<file path="src/rtl/activation_pkg.sv">
// activation_pkg: shared state encoding and fixed-point constants for the activation backward path
package activation_pkg;
  typedef enum logic [1:0] {IDLE, MUL_D, MUL_E, DONE} deriv_state_t;
  localparam int FRAC_Y_DEF = 12;
  localparam logic [15:0] ONE_Q412 = 16'h1000;
  localparam logic [14:0] SM_MAG_MAX = 15'h7FFF;
  localparam int HALF_LSB = 1 << (FRAC_Y_DEF - 1);
endpackage

</file>
<file path="src/rtl/activation_deriv_mult.sv">
// serial_mult: unsigned shift-add multiplier, one partial product per cycle, done in the DATA_W-th cycle
module serial_mult #(
  parameter int DATA_W = 16
) (
  input  logic                  clk,
  input  logic                  rst,
  input  logic                  start,
  input  logic [DATA_W-1:0]     a,
  input  logic [DATA_W-1:0]     b,
  output logic                  done,
  output logic [2*DATA_W-1:0]   product
);
  localparam int CW = $clog2(DATA_W);
  logic [2*DATA_W-1:0] acc, a_sh;
  logic [DATA_W-1:0] b_sh;
  logic [CW-1:0] cnt;
  logic run;
  // product includes the current partial so it is complete when done is high
  assign product = acc + (b_sh[0] ? a_sh : '0);
  assign done = run && cnt == CW'(DATA_W - 1);
  always_ff @(posedge clk or posedge rst) begin
    if (rst) begin
      acc <= '0;
      a_sh <= '0;
      b_sh <= '0;
      cnt <= '0;
      run <= 1'b0;
    end else if (start) begin
      acc <= '0;
      a_sh <= {{DATA_W{1'b0}}, a};
      b_sh <= b;
      cnt <= '0;
      run <= 1'b1;
    end else if (run) begin
      acc <= product;
      a_sh <= a_sh << 1;
      b_sh <= b_sh >> 1;
      cnt <= cnt + 1'b1;
      run <= !done;
    end
  end
endmodule

</file>
<file path="src/rtl/activation_deriv.sv">
// activation_deriv: backprop delta = e * y * (1 - y) using one shared serial multiplier.
// Build option DERIV_ROUND_EN: round-to-nearest on both fixed-point shifts instead of truncation.
module activation_deriv
  import activation_pkg::*;
#(
  parameter int DATA_W = 16,
  parameter int FRAC_Y = FRAC_Y_DEF
) (
  input  logic              clk,
  input  logic              rst,
  input  logic              in_valid,
  output logic              in_ready,
  input  logic [DATA_W-1:0] y_in,
  input  logic [DATA_W-1:0] err_in,
  output logic              out_valid,
  input  logic              out_ready,
  output logic [DATA_W-1:0] delta_out,
  output logic              busy
);
  localparam int PW = 2 * DATA_W;
  localparam int SW = PW - FRAC_Y;
`ifdef DERIV_ROUND_EN
  localparam logic [PW-1:0] RND = PW'(HALF_LSB);
`else
  localparam logic [PW-1:0] RND = '0;
`endif
  deriv_state_t state;
  logic [DATA_W-1:0] ys, y_cl, ma, mb;
  logic [DATA_W-2:0] err_mag, mag_out;
  logic sign, start_q, mult_start, mult_done;
  logic [PW-1:0] prod, rounded;
  logic [SW-1:0] shifted;
  assign y_cl = (y_in > ONE_Q412) ? ONE_Q412 : y_in;
  assign rounded = prod + RND;
  assign shifted = rounded[PW-1:FRAC_Y];
  assign mag_out = (shifted > SW'(SM_MAG_MAX)) ? SM_MAG_MAX : shifted[DATA_W-2:0];
  // the second multiply is launched straight from the first one's finished product
  assign mult_start = start_q || (state == MUL_D && mult_done);
  assign ma = start_q ? ys : {1'b0, err_mag};
  assign mb = start_q ? ONE_Q412 - ys : shifted[DATA_W-1:0];
  assign in_ready = state == IDLE;
  assign out_valid = state == DONE;
  assign busy = state != IDLE;
  serial_mult #(.DATA_W(DATA_W)) u_mult (
    .clk(clk),
    .rst(rst),
    .start(mult_start),
    .a(ma),
    .b(mb),
    .done(mult_done),
    .product(prod)
  );
  always_ff @(posedge clk or posedge rst) begin
    if (rst) begin
      state <= IDLE;
      ys <= '0;
      sign <= 1'b0;
      err_mag <= '0;
      start_q <= 1'b0;
      delta_out <= '0;
    end else begin
      start_q <= 1'b0;
      case (state)
        IDLE: if (in_valid) begin
          ys <= y_cl;
          sign <= err_in[DATA_W-1];
          err_mag <= err_in[DATA_W-2:0];
          start_q <= 1'b1;
          state <= MUL_D;
        end
        MUL_D: if (mult_done) state <= MUL_E;
        MUL_E: if (mult_done) begin
          delta_out <= {sign && mag_out != '0, mag_out};
          state <= DONE;
        end
        DONE: if (out_ready) state <= IDLE;
      endcase
    end
  end
endmodule

</file>
<file path="config.mk">
export PLATFORM = sky130hd
export DESIGN_NAME = activation_deriv
export DESIGN_NICKNAME = d
export VERILOG_FILES = /design/src/rtl/activation_pkg.sv /design/src/rtl/activation_deriv_mult.sv /design/src/rtl/activation_deriv.sv
export SDC_FILE = /design/constraint.sdc
export NUM_CORES = 1
export LEC_CHECK = 0
export CORE_UTILIZATION = 48
export DETAILED_ROUTE_END_ITERATION = 16
export PLACE_DENSITY = 0.75
export REMOVE_ABC_BUFFERS = 1
export SLEW_MARGIN = 15
export SYNTH_ARGS = -nofsm -noshare
export SYNTH_HDL_FRONTEND = slang
export SYNTH_HIERARCHICAL = 1
export SYNTH_SLANG_ARGS = --single-unit
</file>
<file path="constraint.sdc">
create_clock -name clk -period 7 [get_ports clk]
set_input_delay 0.7 -clock clk [delete_from_list [all_inputs] [get_ports clk]]
set_output_delay 0.7 -clock clk [all_outputs]
set_load 0.01 [all_outputs]
</file>
==> run metrics <==
Place WS 2420 ps; synth-to-layout area growth 14.3%; pin slew with the least headroom to its limit 924 ps; Num CTS Buffers 17; Antenna Cells 0; share of cells above drive strength 1 0.101; cell area after synthesis 0.00846 mm²; first-pass GRT wire length 33600 µm; initial antenna violation count 0; Worst path depth 14; Rel. slew slack 0.384; CP Cell Sequence and2_1 -> ha_1 -> fa_1 -> a211oi_1 -> o21bai_1 -> a21oi_2 -> nor4_1 -> nor2_1 -> o21ba_2 -> xnor2_1 -> or4_1 -> nor2_1 -> nand2_1 -> o22a_1; HPWL Detailed 13800 µm; Crit. End Element flip-flop; # Post-CTS Setup Buffers 0; Die Area 0.0182 mm²; R2R setup slack 2320 ps; Syn Area/Cell 9.58 µm²; R2R cell count 14; Critical Path Slowest Stage Cell dfrtp_1; Rows 48; Pre-antenna DRT Iters 5; PortBufs 54; grt ovf 0; final slew viol count 0; clock sink total 136; Post-CTS Resized 0; DR vias/cell 5.88; Final #Nets 985; Clk pin slew, worst setup/hold paths 60 ps; final cycle utilization of the critical path 0.668; post-DR wirelength/cell 17.4 µm; largest net degree at the start of global routing 70; Total GRT Usage 0.236; # hold bufs at CTS 0; Mapped Cells 883; most frequent CP cell nor2_1; hold slack 505 ps; Leakage 4.75 nW; Clock Tree Root clkbuf_16; die width 135 µm; Worst setup endpoint delta_out[2]$_DFFE_PP0P_; Max VDD drop 0.236 mV; worst hold path class flip-flop to flip-flop; Fin. Hold Viols 0; io pins 55; kind of critical path flip-flop to flip-flop; pwr dens 366 mW/mm²; Die H 135 µm; final setup violation count 0; RD Place Congestion 0.901; max-cap violation count 0; Worst path max stage delay 720 ps; vias 6752; Worst EP arrival 4980 ps; Worst Path Buf+Inv 0; effective utilization at floorplan 0.491; H-tree Lvls 4; Clk Latency, worst-skew pair 420 ps; area of the core 0.0172 mm²; final WL 20000 µm; setup TNS 0 ps; Routed Antenna Nets 0; CP max FO 33; outcome complete, no violations; 1st-iter DRT viols 419; CP top delay family simple AND/OR/NAND/NOR gates; PnR worst setup slack 2320 ps; Period minus WS final 4680 ps; CP startpoint u_mult/b_sh[0]$_DFFE_PP0P_; Setup crit start kind flip-flop; CTS tree done; warnings from Yosys 6; FF-to-FF Start u_mult/b_sh[0]$_DFFE_PP0P_; Fmax 214 MHz; r2r endpoint delta_out[2]$_DFFE_PP0P_; clk_skew 9.67 ps; RSZ-0062 raised after global routing false; number of global-route vias before repair 6571; CP Data Required Time 7300 ps; Max clock buf depth 2; drt drc 0
worst reg2reg max path, delay by kind of cell, from the launching register on:
family,cells,cell delay (ps)
fa+ha+maj,2,640
simple gates,6,1870
xor+xnor,1,60
flops,1,720
compound gates,5,1270
routing by layer:
layer  up-vias  global-route usage  wire [µm]
li1       3241                   -          -
met3        24              0.0435        834
met1      3316               0.314       8980
met5         -                   0          0
met4         0              0.0655        277
met2       171               0.393       9930
how the worst min path moves through the flow:
stage	endpoint	cells past startpoint	start
2_1_floorplan	u_mult/acc[28]$_DFFE_PP0P_	2	u_mult/acc[28]$_DFFE_PP0P_
3_3_place_gp	err_mag[4]$_DFFE_PP0P_	1	err_mag[4]$_DFFE_PP0P_
3_5_place_dp	u_mult/acc[17]$_DFFE_PP0P_	1	u_mult/acc[17]$_DFFE_PP0P_
4_1_cts	delta_out[12]$_DFFE_PP0P_	1	delta_out[12]$_DFFE_PP0P_
5_1_grt	delta_out[11]$_DFFE_PP0P_	1	delta_out[11]$_DFFE_PP0P_
6_report	delta_out[12]$_DFFE_PP0P_	1	delta_out[12]$_DFFE_PP0P_
flip-flops by register name, summed over array words and instances, names as in the netlist:
signal	count
u_mult/a_sh	32
u_mult/acc	32
delta_out	16
u_mult/b_sh	16
ys	16
err_mag	15
u_mult/cnt	4
state	2
sign	1
start_q	1
u_mult/run	1
layout by cell type, fill, tap and decap left out, types with 4 or more instances in the layout:
cell type          n
nand2_1           68
buf_4              6
inv_1             24
o21bai_1           4
and2_1            37
ha_1              37
a22o_1            15
nor3_1            12
o22a_1            14
nand4b_1           5
o21ai_0           57
o211ai_1           6
nor4_1             7
mux2_2            35
nand4_1           11
a21oi_1           37
nand2b_1           7
mux2i_1           63
nand3_1           16
nor2b_1            8
xnor2_1           24
a21o_1            18
or4_1              6
clkdlybuf4s50_1   54
a31oi_1            4
o21a_1             5
nor2_1            88
xor2_1            14
a211oi_1           5
clkbuf_16         17
o31ai_1            4
clkbuf_1           4
dfrtp_1          135
metrics by stage:
stage | power (mW) | cell area [µm²] | cells | utilization
2_1_floorplan | 2.26 | 8230 | 832 | -
4_1_cts | 3.55 | 9670 | 1149 | 0.561
3_5_place_dp | 2.68 | 9110 | 1117 | 0.528
6_report | 3.54 | 9670 | 1149 | 0.561
5_1_grt | 3.77 | 9670 | 1149 | 0.561
3_3_place_gp | 2.65 | 9110 | 1117 | 0.528
area by class of cell:
cell class                      count  area (µm²)
Clock buffer                       23         468
Timing Repair Buffer               60         586
Multi-Input combinational cell    670        4730
Tap cell                          225         282
Clock inverter                      9        91.3
Sequential cell                   136        3410
Inverter                           26        98.8
Fill cell                        1508        7570
power by group:
| part | internal, mW | switching [mW] | total [mW] |
|---|---|---|---|
| Combinational | 0.646 | 0.777 | 1.42 |
| Sequential | 1.04 | 0.222 | 1.26 |
| Clock | 0.510 | 0.345 | 0.855 |
| Total | 2.20 | 1.34 | 3.54 |
(Power assumes the default switching activity.)
==> patch (config.mk and constraints unchanged) <==
Re-encode `deriv_state_t` (4 states) as one-hot, 4 bits wide.
--- a/src/rtl/activation_pkg.sv
+++ b/src/rtl/activation_pkg.sv
@@ -1,6 +1,6 @@
 // activation_pkg: shared state encoding and fixed-point constants for the activation backward path
 package activation_pkg;
-  typedef enum logic [1:0] {IDLE, MUL_D, MUL_E, DONE} deriv_state_t;
+  typedef enum logic [3:0] {IDLE = 4'b0001, MUL_D = 4'b0010, MUL_E = 4'b0100, DONE = 4'b1000} deriv_state_t;
   localparam int FRAC_Y_DEF = 12;
   localparam logic [15:0] ONE_Q412 = 16'h1000;
   localparam logic [14:0] SM_MAG_MAX = 15'h7FFF;
Check against the original RTL: same outputs for any inputs over 10 cycles, from zero or initial values and one cycle with rst high; not proved beyond that.
==> patch against the original RTL <==
Sequential cell count up 2; critical path depth unchanged; total power up 17%; sequential share of layout area up 0.18 points; wire length down 0.11%; final area up 0.98%; worst setup slack better by 0.16 ns; area after synthesis up 0.13%; non-clock buffer count unchanged; largest power group unchanged; utilization up 0.55 points.
==> patch: results (changes against the original RTL) <==
| Metric | Value |
|---|---|
| Status | `finished clean` |
| Relative max-transition margin | `0.178 (-0.206)` |
| GRT Total Usage | `0.231 (-0.00454)` |
| Layout cells sized above 1 | `0.105 (+0.00433)` |
| Layout fillers | `1454 (-3.6%)` |
| Diode count | `0 (unchanged)` |
| Cell area after placement | `9130 µm² (+0.27%)` |
| Via density | `5.78 (-1.7%)` |
| Routability Congestion | `0.878 (-2.5%)` |
| Worst path arrival time | `4.82 ns (-0.16 ns)` |
| Biggest regs | `u_mult/a_sh x32, u_mult/acc x32` |
| Total iterations of the first detailed-routing run | `6 (+1)` |
| Clk_lat worst skew | `0.43 ns` |
| Clk slew on worst S/H paths | `0.06 ns (about the same)` |
| Largest net degree at the start of global routing | `86 (+23%)` |
| Post-DP HPWL | `13700 µm (-0.70%)` |
| Mean Syn Cell Area | `9.58 µm² (about the same)` |
| Critical path's largest stage delay | `0.74 ns (+0.02 ns)` |
| TritonCTS Buffers | `17 (unchanged)` |
| H-tree levels | `4 (unchanged)` |
| Post-CTS Repair Setup Buffers | `0 (unchanged)` |
| Final wirelength | `20000 µm (-0.11%)` |
| Slowest CP cell | `dfrtp_1` |
| Leakage | `4.63 nW (-2.5%)` |
| Minimum clock period | `4.52 ns (-0.159 ns)` |
| Final Net Count | `981 (-0.41%)` |
| CTS root buf | `clkbuf_16` |
| Layout Skew | `0.00713 ns (-0.00254 ns)` |
| Initial antenna violation count | `0 (unchanged)` |
| Pint | `0.00251 W (+14%)` |
| Dpl cells | `1117 (unchanged)` |
| Vias in the first global route | `6313 (-3.9%)` |
| CP Max Fanout | `33 (unchanged)` |
| First-pass GRT wire length | `32900 µm (-2.1%)` |
| PortBufs | `54 (unchanged)` |
| Post-placement setup slack | `2.52 ns (+0.102 ns)` |
| Post_cts resized | `0 (unchanged)` |
| Drt initial violations | `522 (+25%)` |
| Total number of vias | `6636 (-1.7%)` |
| Yosys warns | `6 (unchanged)` |
| Maximum vdd drop | `0.262 mV (+11%)` |
## patch: path summary, 6_finish.rpt
| path | to | cells after the start | start |
|---|---|---|---|
| worst max-delay path | delta_out[6] | 14 | u_mult/b_sh[0] |
| worst min-delay path | err_mag[13] | 1 | err_mag[13] |
| worst max register to register | delta_out[6] | 14 | u_mult/b_sh[0] |
| worst min register to register | err_mag[13] | 1 | err_mag[13] |
| max in group asynchronous | u_mult/run | 3 | rst |
| min in group asynchronous | sign | 3 | rst |
## patch: metal layers
metal | up-vias | part of all wire | track usage
met5 | - | 0 | 0
met4 | 0 | 0.019 | 0.0830
met3 | 29 | 0.044 | 0.0394
met2 | 157 | 0.47 | 0.372
met1 | 3225 | 0.46 | 0.314
li1 | 3225 | - | -
## patch: layout make-up
class,count,area (µm²),share of cell area
clock buffer,19,433,0.0444
clock inverter,13,193,0.0197
inverter,24,91.3,0.00936
multi-input combinational,670,4710,0.483
sequential,138,3460,0.354
tap,225,282,0.0288
timing repair buffer,60,589,0.0604
## patch: critical path, delay by kind of cell, from the launching register on
kind	cells	cell delay, ns
and+or+nand+nor	6	1.76
AOI/OAI and AO/OA	5	1.21
DFF	1	0.74
adders and majority gates	2	0.63
xor gates and xnor gates	1	0.06
## patch: power groups by stage
stage	Sequential, W	Combinational, W	Clock (W)
global route	0.00142	0.00199	0.00100
detailed placement	0.00139	0.00179	0
finish	0.00138	0.00181	0.000955
floorplan	0.00135	0.00130	0
CTS	0.00138	0.00181	0.000968
global placement	0.00138	0.00176	0
## patch: metrics by stage
step / hold WS, ns / power (W)
6_report: 0.504 / 0.00415
5_1_grt: 0.512 / 0.00441
2_1_floorplan: 0.464 / 0.00266
4_1_cts: 0.505 / 0.00416
3_3_place_gp: 0.485 / 0.00314
3_5_place_dp: 0.489 / 0.00318
